## config.mk

```make
export PLATFORM = sky130hd
export DESIGN_NAME = reg_dump_flat
export DESIGN_NICKNAME = d
export VERILOG_FILES = /design/src/rtl/reg_dump_if.sv /design/src/rtl/reg_dump.sv /design/src/flat_wrapper.sv
export SDC_FILE = /design/constraint.sdc
export NUM_CORES = 1
export LEC_CHECK = 0
export CAP_MARGIN = 0
export CORE_MARGIN = 2
export CORE_UTILIZATION = 30
export DETAILED_ROUTE_END_ITERATION = 16
export DONT_BUFFER_PORTS = 1
export PLACE_DENSITY = 0.44
export SLEW_MARGIN = 5
export SYNTH_ARGS = -nofsm -noshare
export SYNTH_HDL_FRONTEND = slang
export SYNTH_SLANG_ARGS = --single-unit
```

## constraint.sdc

```tcl
create_clock -name clk -period 2.1 [get_ports clk]
set_input_delay 0.105 -clock clk [delete_from_list [all_inputs] [get_ports clk]]
set_output_delay 0.105 -clock clk [all_outputs]
set_load 0.03 [all_outputs]
```

## src/rtl/reg_dump_if.sv

```systemverilog
// Dump output stream between reg_dump (master) and its consumer (slave).
// Words carry the register index plus last/checksum markers.
interface reg_dump_if #(
   parameter int DATA_W = 32
);
   logic              dump_valid;
   logic              dump_ready;
   logic [DATA_W-1:0] dump_data;
   logic [4:0]        dump_idx;
   logic              dump_last;
   logic              dump_is_chk;

   modport master (
      output dump_valid,
      output dump_data,
      output dump_idx,
      output dump_last,
      output dump_is_chk,
      input  dump_ready
   );

   modport slave (
      input  dump_valid,
      input  dump_data,
      input  dump_idx,
      input  dump_last,
      input  dump_is_chk,
      output dump_ready
   );
endinterface

```

## src/rtl/reg_dump.sv

```systemverilog
// Sweeps a register file through its combinational read port and streams every word out with a valid/ready handshake.
// Define REG_DUMP_CHECKSUM_EN to append an XOR checksum beat after the last register.
//
// state   | meaning
// --------+---------------------------------------------------------------
// S_IDLE  | waiting for start, outputs quiet
// S_FETCH | raddr = index, rdata is captured into the output word at the next edge
// S_SEND  | word presented, held until the consumer accepts it
// S_CHK   | checksum beat presented (only with REG_DUMP_CHECKSUM_EN)
// S_DONE  | one-cycle done pulse, then back to idle
module reg_dump #(
   parameter int NUM_REGS = 32,
   parameter int DATA_W   = 32
) (
   input  logic              clk,
   input  logic              reset_n,
   input  logic              start,
   output logic [4:0]        raddr,
   input  logic [DATA_W-1:0] rdata,
   output logic              busy,
   output logic              done,
   reg_dump_if.master        dump
);

   localparam logic [4:0] LAST_IDX = 5'(NUM_REGS - 1);

   typedef enum logic [2:0] {
      S_IDLE  = 3'd0,
      S_FETCH = 3'd1,
      S_SEND  = 3'd2,
      S_DONE  = 3'd3
`ifdef REG_DUMP_CHECKSUM_EN
      ,
      S_CHK   = 3'd4
`endif
   } state_t;

`ifdef REG_DUMP_CHECKSUM_EN
   localparam state_t AFTER_LAST = S_CHK;
`else
   localparam state_t AFTER_LAST = S_DONE;
`endif

   state_t            state;
   state_t            state_nxt;
   logic [4:0]        index;
   logic              valid_q;
   logic [DATA_W-1:0] data_q;
   logic [4:0]        idx_q;
   logic              last_q;
   logic              hs;

`ifdef REG_DUMP_CHECKSUM_EN
   logic [DATA_W-1:0] checksum;
   logic              chk_q;
`endif

   assign hs = valid_q & dump.dump_ready;

   always_ff @(posedge clk or negedge reset_n) begin
      if (!reset_n) begin
         state <= S_IDLE;
      end else begin
         state <= state_nxt;
      end
   end

   always_comb begin
      state_nxt = state;
      case (state)
         S_IDLE: begin
            if (start) begin
               state_nxt = S_FETCH;
            end
         end
         S_FETCH: begin
            state_nxt = S_SEND;
         end
         S_SEND: begin
            if (hs) begin
               state_nxt = (index == LAST_IDX) ? AFTER_LAST : S_FETCH;
            end
         end
`ifdef REG_DUMP_CHECKSUM_EN
         S_CHK: begin
            if (hs) begin
               state_nxt = S_DONE;
            end
         end
`endif
         S_DONE: begin
            state_nxt = S_IDLE;
         end
         default: begin
            state_nxt = S_IDLE;
         end
      endcase
   end

   // raddr stays on the current index while its word is presented.
   always_comb begin
      busy  = (state != S_IDLE);
      done  = (state == S_DONE);
      raddr = 5'd0;
      if ((state == S_FETCH) || (state == S_SEND)) begin
         raddr = index;
      end
   end

   always_ff @(posedge clk or negedge reset_n) begin
      if (!reset_n) begin
         index    <= 5'd0;
         valid_q  <= 1'b0;
         data_q   <= '0;
         idx_q    <= 5'd0;
         last_q   <= 1'b0;
`ifdef REG_DUMP_CHECKSUM_EN
         checksum <= '0;
         chk_q    <= 1'b0;
`endif
      end else begin
         case (state)
            S_IDLE: begin
               if (start) begin
                  index    <= 5'd0;
`ifdef REG_DUMP_CHECKSUM_EN
                  checksum <= '0;
`endif
               end
            end
            S_FETCH: begin
               valid_q  <= 1'b1;
               data_q   <= rdata;
               idx_q    <= index;
`ifdef REG_DUMP_CHECKSUM_EN
               last_q   <= 1'b0;
               chk_q    <= 1'b0;
               checksum <= checksum ^ rdata;
`else
               last_q   <= (index == LAST_IDX);
`endif
            end
            S_SEND: begin
               if (hs) begin
                  valid_q <= 1'b0;
                  last_q  <= 1'b0;
                  if (index != LAST_IDX) begin
                     index <= index + 5'd1;
                  end
`ifdef REG_DUMP_CHECKSUM_EN
                  else begin
                     // Checksum beat goes out straight after the final register is accepted.
                     valid_q <= 1'b1;
                     data_q  <= checksum;
                     idx_q   <= 5'd0;
                     last_q  <= 1'b1;
                     chk_q   <= 1'b1;
                  end
`endif
               end
            end
`ifdef REG_DUMP_CHECKSUM_EN
            S_CHK: begin
               if (hs) begin
                  valid_q <= 1'b0;
                  last_q  <= 1'b0;
                  chk_q   <= 1'b0;
               end
            end
`endif
            S_DONE: begin
               index <= 5'd0;
            end
            default: begin
               index   <= 5'd0;
               valid_q <= 1'b0;
            end
         endcase
      end
   end

   assign dump.dump_valid  = valid_q;
   assign dump.dump_data   = data_q;
   assign dump.dump_idx    = idx_q;
   assign dump.dump_last   = last_q;
`ifdef REG_DUMP_CHECKSUM_EN
   assign dump.dump_is_chk = chk_q;
`else
   assign dump.dump_is_chk = 1'b0;
`endif

endmodule

```

## src/flat_wrapper.sv

```systemverilog
// flat-port wrapper written by rule: the top's interface ports become plain ports
module reg_dump_flat 
#(
   parameter int NUM_REGS = 32,
   parameter int DATA_W   = 32
)
  (clk, reset_n, start, raddr, rdata, busy, done, dump_dump_valid, dump_dump_data, dump_dump_idx, dump_dump_last, dump_dump_is_chk, dump_dump_ready);
  reg_dump_if #(.DATA_W(DATA_W)) dump_i ();
  input  logic clk;
  input  logic reset_n;
  input  logic start;
  output logic [4:0] raddr;
  input  logic [DATA_W-1:0] rdata;
  output logic busy;
  output logic done;
  output wire logic [$bits(dump_i.dump_valid)-1:0] dump_dump_valid;
  output wire logic [$bits(dump_i.dump_data)-1:0] dump_dump_data;
  output wire logic [$bits(dump_i.dump_idx)-1:0] dump_dump_idx;
  output wire logic [$bits(dump_i.dump_last)-1:0] dump_dump_last;
  output wire logic [$bits(dump_i.dump_is_chk)-1:0] dump_dump_is_chk;
  input wire logic [$bits(dump_i.dump_ready)-1:0] dump_dump_ready;
  assign dump_dump_valid = dump_i.dump_valid;
  assign dump_dump_data = dump_i.dump_data;
  assign dump_dump_idx = dump_i.dump_idx;
  assign dump_dump_last = dump_i.dump_last;
  assign dump_dump_is_chk = dump_i.dump_is_chk;
  assign dump_i.dump_ready = dump_dump_ready;
  reg_dump #(.NUM_REGS(NUM_REGS), .DATA_W(DATA_W)) u_core (.clk(clk), .reset_n(reset_n), .start(start), .raddr(raddr), .rdata(rdata), .busy(busy), .done(done), .dump(dump_i));
endmodule
```

==> flow_summary_export.csv <==
group,metric,value,unit
outcome,status,"finished clean",
timing,clock_skew,0.00800,ns
hold_path,min_from,"dump_dump_ready",
cts,cts_made_buffers,5,
critical_path,end_kind,"flip-flop",
yosys,ys_ff_latch,46,
cts,root_buffer,"clkbuf_8",
pwr,p_sw_frac,0.462,
floorplan,die_h,86.6,µm
detailed_routing,avgRoutedWirePerCell,16.0,µm
final_layout,drive_gt1_frac,0.297,
critical_path,path_class,"flip-flop to flip-flop",
final_layout,nFillCells,631,
floorplan,initial_utilization,0.306,
pwr,power.leakage,1.11,nW
timing,rsz0062_at_grt,"no",
critical_path,ff2ff_path_depth,6,
detailed_routing,drt-initial-drc-count,28,
placed_design,dpl_worst_slack,0.280,ns
cts,post_cts_resized,0,
timing,setup_tns,0,ns
flow_run,drv_cap,0,
critical_path,arrival,2.05,ns
yosys,yosysSeqAreaShare,0.563,
timing,setup_viol,0,
detailed_routing,routed_wl,4250,µm
detailed_routing,vias,1301,
floorplan,coreArea,0.00668,mm²
pwr,power.share.clock,0.132,
floorplan,fp.dieArea,0.00749,mm²
global_route,met3_usage,0.0343,
cts,clkLatencyLatePin,0.29,ns
global_route,grt-busiest-layer,"met2",
placed_design,placement.io_buffers,0,
critical_path,worstReg2RegEnd,"u_core.state[1]",
detailed_routing,firstDrtPassIters,4,
critical_path,rrSetupSlack,0.26,ns
critical_path,path_max_fanout,10,
global_route,grt_use_met1,0.123,
critical_path,reg2reg_from,"u_core.index[0]",
timing,timing.final.crit_share,0.875,
pwr,p_seq_frac,0.562,
pwr,peakVddDrop,0.474,mV
global_route,grt_pass1_vias,1325,
pwr,switchingPower,1.83,mW
pwr,power.internal,2.13,mW
timing,slew_headroom,0.563,
final_layout,final_cells,265,
timing,min_period,1.84,ns
floorplan,ios,83,
timing,setup_ws,0.262,ns
global_route,grt_overflow,0,
global_route,grt_usage,0.113,
global_route,grt_pass1_wl,6480,µm
hold_path,whs_path_depth,3,
cts,cts_buffer_depth,2,
cts,cts.sink_count,46,
timing,drv_slew,0,
hold_path,hold_path_class,"primary input to flip-flop",
final_layout,layout_commonest_cell,"dfrtp_1",
yosys,netlist_instances,148,
detailed_routing,drc,0,
timing,fmax,0.544,GHz
final_layout,syn2layout_area_growth,26.1,%
placed_design,dpl.hpwl,2720,µm
global_route,grt_max_degree,47,
global_route,grtUsageMet2,0.208,
timing,tightest_slew,0.655,ns
cts,cts.htree.levels,2,
pwr,p_per_area,1540,mW/mm²
hold_path,min_to,"u_core.state[1]",
floorplan,die_x,86.6,µm
critical_path,cp.required,2.31,ns
timing,finalHoldViolations,0,
placed_design,dp.cells,222,
pwr,combPwrFrac,0.306,
global_route,grt_antenna_before_repair,0,
final_layout,final_util,0.386,
detailed_routing,ant_nets,0,
yosys,avgSynthCellArea,13.8,µm²
final_layout,mostFrequentLayoutCells,"dfrtp_1, mux2_2, dlygate4sd3_1",
cts,cts_tree,"built",
cts,path_clk_slew,0.08,ns
critical_path,startpoint_type,"flip-flop",
final_layout,final_nets,226,
yosys,synth_cell_types,30,
yosys,synth_fp_nets,190,
placed_design,globalplace.congestion,0.779,
final_layout,diodes,0,
detailed_routing,vias_per_cell,4.91,
yosys,netlist_area,0.00204,mm²
yosys,yosys_warnings,0,
floorplan,rows,30,
timing,whs,0.188,ns
[state kept, by name, indices dropped and copies added (netlist names)]
signal / cells
u_core.dump.dump_last: 1
u_core.dump.dump_data: 32
u_core.dump.dump_idx: 5
u_core.index: 5
u_core.dump.dump_valid: 1
u_core.state: 2
[cells by family after synthesis]
group | share of synthesized area
DFF | 0.563
muxes | 0.209
and+or+nand+nor | 0.0789
AOI/OAI and AO/OA | 0.0796
buffers and inverters | 0.0312
adders and majority gates | 0.0367
other | 0.00183
[per-layer routing]
layer,wire length (µm),share of wire,vias up
li1,-,-,600
met2,2210,0.52,50
met5,0,0,-
met4,55,0.013,0
met1,1740,0.41,646
met3,248,0.058,5
[per-stage QoR]
stage	cell area [µm²]	power, mW
after floorplan	2040	3.15
after global placement	2120	3.37
after detailed placement	2120	3.41
after CTS	2580	4.03
after global routing	2580	4.21
final	2580	3.96
[worst max path at each step]
stage / startpoint / endpoint / slack (ns) / depth (start not counted)
6_report: u_core.index[0] / u_core.state[1] / 0.26 / 6
5_1_grt: u_core.index[0] / u_core.state[1] / 0.1 / 6
4_1_cts: u_core.state[0] / u_core.index[2] / 0.27 / 5
3_5_place_dp: u_core.state[0] / u_core.index[2] / 0.28 / 5
3_3_place_gp: u_core.state[0] / u_core.index[2] / 0.34 / 5
2_1_floorplan: u_core.index[0] / u_core.state[1] / 0.36 / 7
[timing repair]
| item | in CTS | in global routing |
|---|---|---|
| hold endpoints to repair | 80 | 0 |
| hold buffers | 35 | 0 |
| setup buffers | 0 | 0 |
[cell usage after synthesis]
| cell | number | area share |
|---|---|---|
| buf_2 | 6 | 0.015 |
| buf_4 | 1 | 0.0037 |
| or4_1 | 2 | 0.0073 |
| o221ai_1 | 1 | 0.0043 |
| conb_1 | 1 | 0.0018 |
| or3_4 | 1 | 0.0055 |
| and2_1 | 5 | 0.015 |
| ha_1 | 6 | 0.037 |
| o31ai_1 | 5 | 0.018 |
| clkbuf_1 | 2 | 0.0037 |
| inv_1 | 5 | 0.0092 |
| dfrtp_1 | 46 | 0.56 |
| nand3_1 | 5 | 0.012 |
| nand3b_1 | 1 | 0.0037 |
| o211ai_1 | 1 | 0.0037 |
| nor2_1 | 1 | 0.0018 |
| nand4b_1 | 1 | 0.0043 |
| nand2b_1 | 1 | 0.0031 |
| a21boi_4 | 1 | 0.0092 |
| or2b_1 | 2 | 0.0073 |
| o21ai_0 | 1 | 0.0024 |
| and3_1 | 1 | 0.0031 |
| o311ai_2 | 4 | 0.032 |
| a31oi_1 | 1 | 0.0031 |
| nor2b_1 | 2 | 0.0061 |
| mux2i_1 | 1 | 0.0049 |
| a21oi_1 | 1 | 0.0024 |
| mux2_2 | 37 | 0.20 |
| o22a_1 | 1 | 0.0043 |
| nand2_1 | 5 | 0.0092 |
[worst max-delay path, cell delays in order, from the launching register on]
cell	delay (ns)
dfrtp_1	0.46
ha_1	0.19
and3_1	0.15
ha_1	0.39
nand2_1	0.09
or4_1	0.40
o211ai_1	0.09
[area by class of cell]
| class | instances | area (µm²) | share of cell area |
|---|---|---|---|
| Sequential cell | 46 | 1150 | 0.446 |
| Multi-Input combinational cell | 88 | 832 | 0.323 |
| Timing Repair Buffer | 38 | 390 | 0.151 |
| Tap cell | 80 | 100 | 0.0388 |
| Clock buffer | 6 | 72.6 | 0.0281 |
| Inverter | 5 | 18.8 | 0.00728 |
| Clock inverter | 2 | 13.8 | 0.00534 |
[power groups by stage]
| stage | clock [mW] | combinational [mW] | sequential (mW) |
|---|---|---|---|
| final | 0.522 | 1.21 | 2.23 |
| after global placement | 0 | 1.12 | 2.24 |
| after global routing | 0.596 | 1.33 | 2.28 |
| after CTS | 0.566 | 1.24 | 2.23 |
| after floorplan | 0 | 0.983 | 2.17 |
| after detailed placement | 0 | 1.16 | 2.25 |
(Power assumes the default switching activity.)
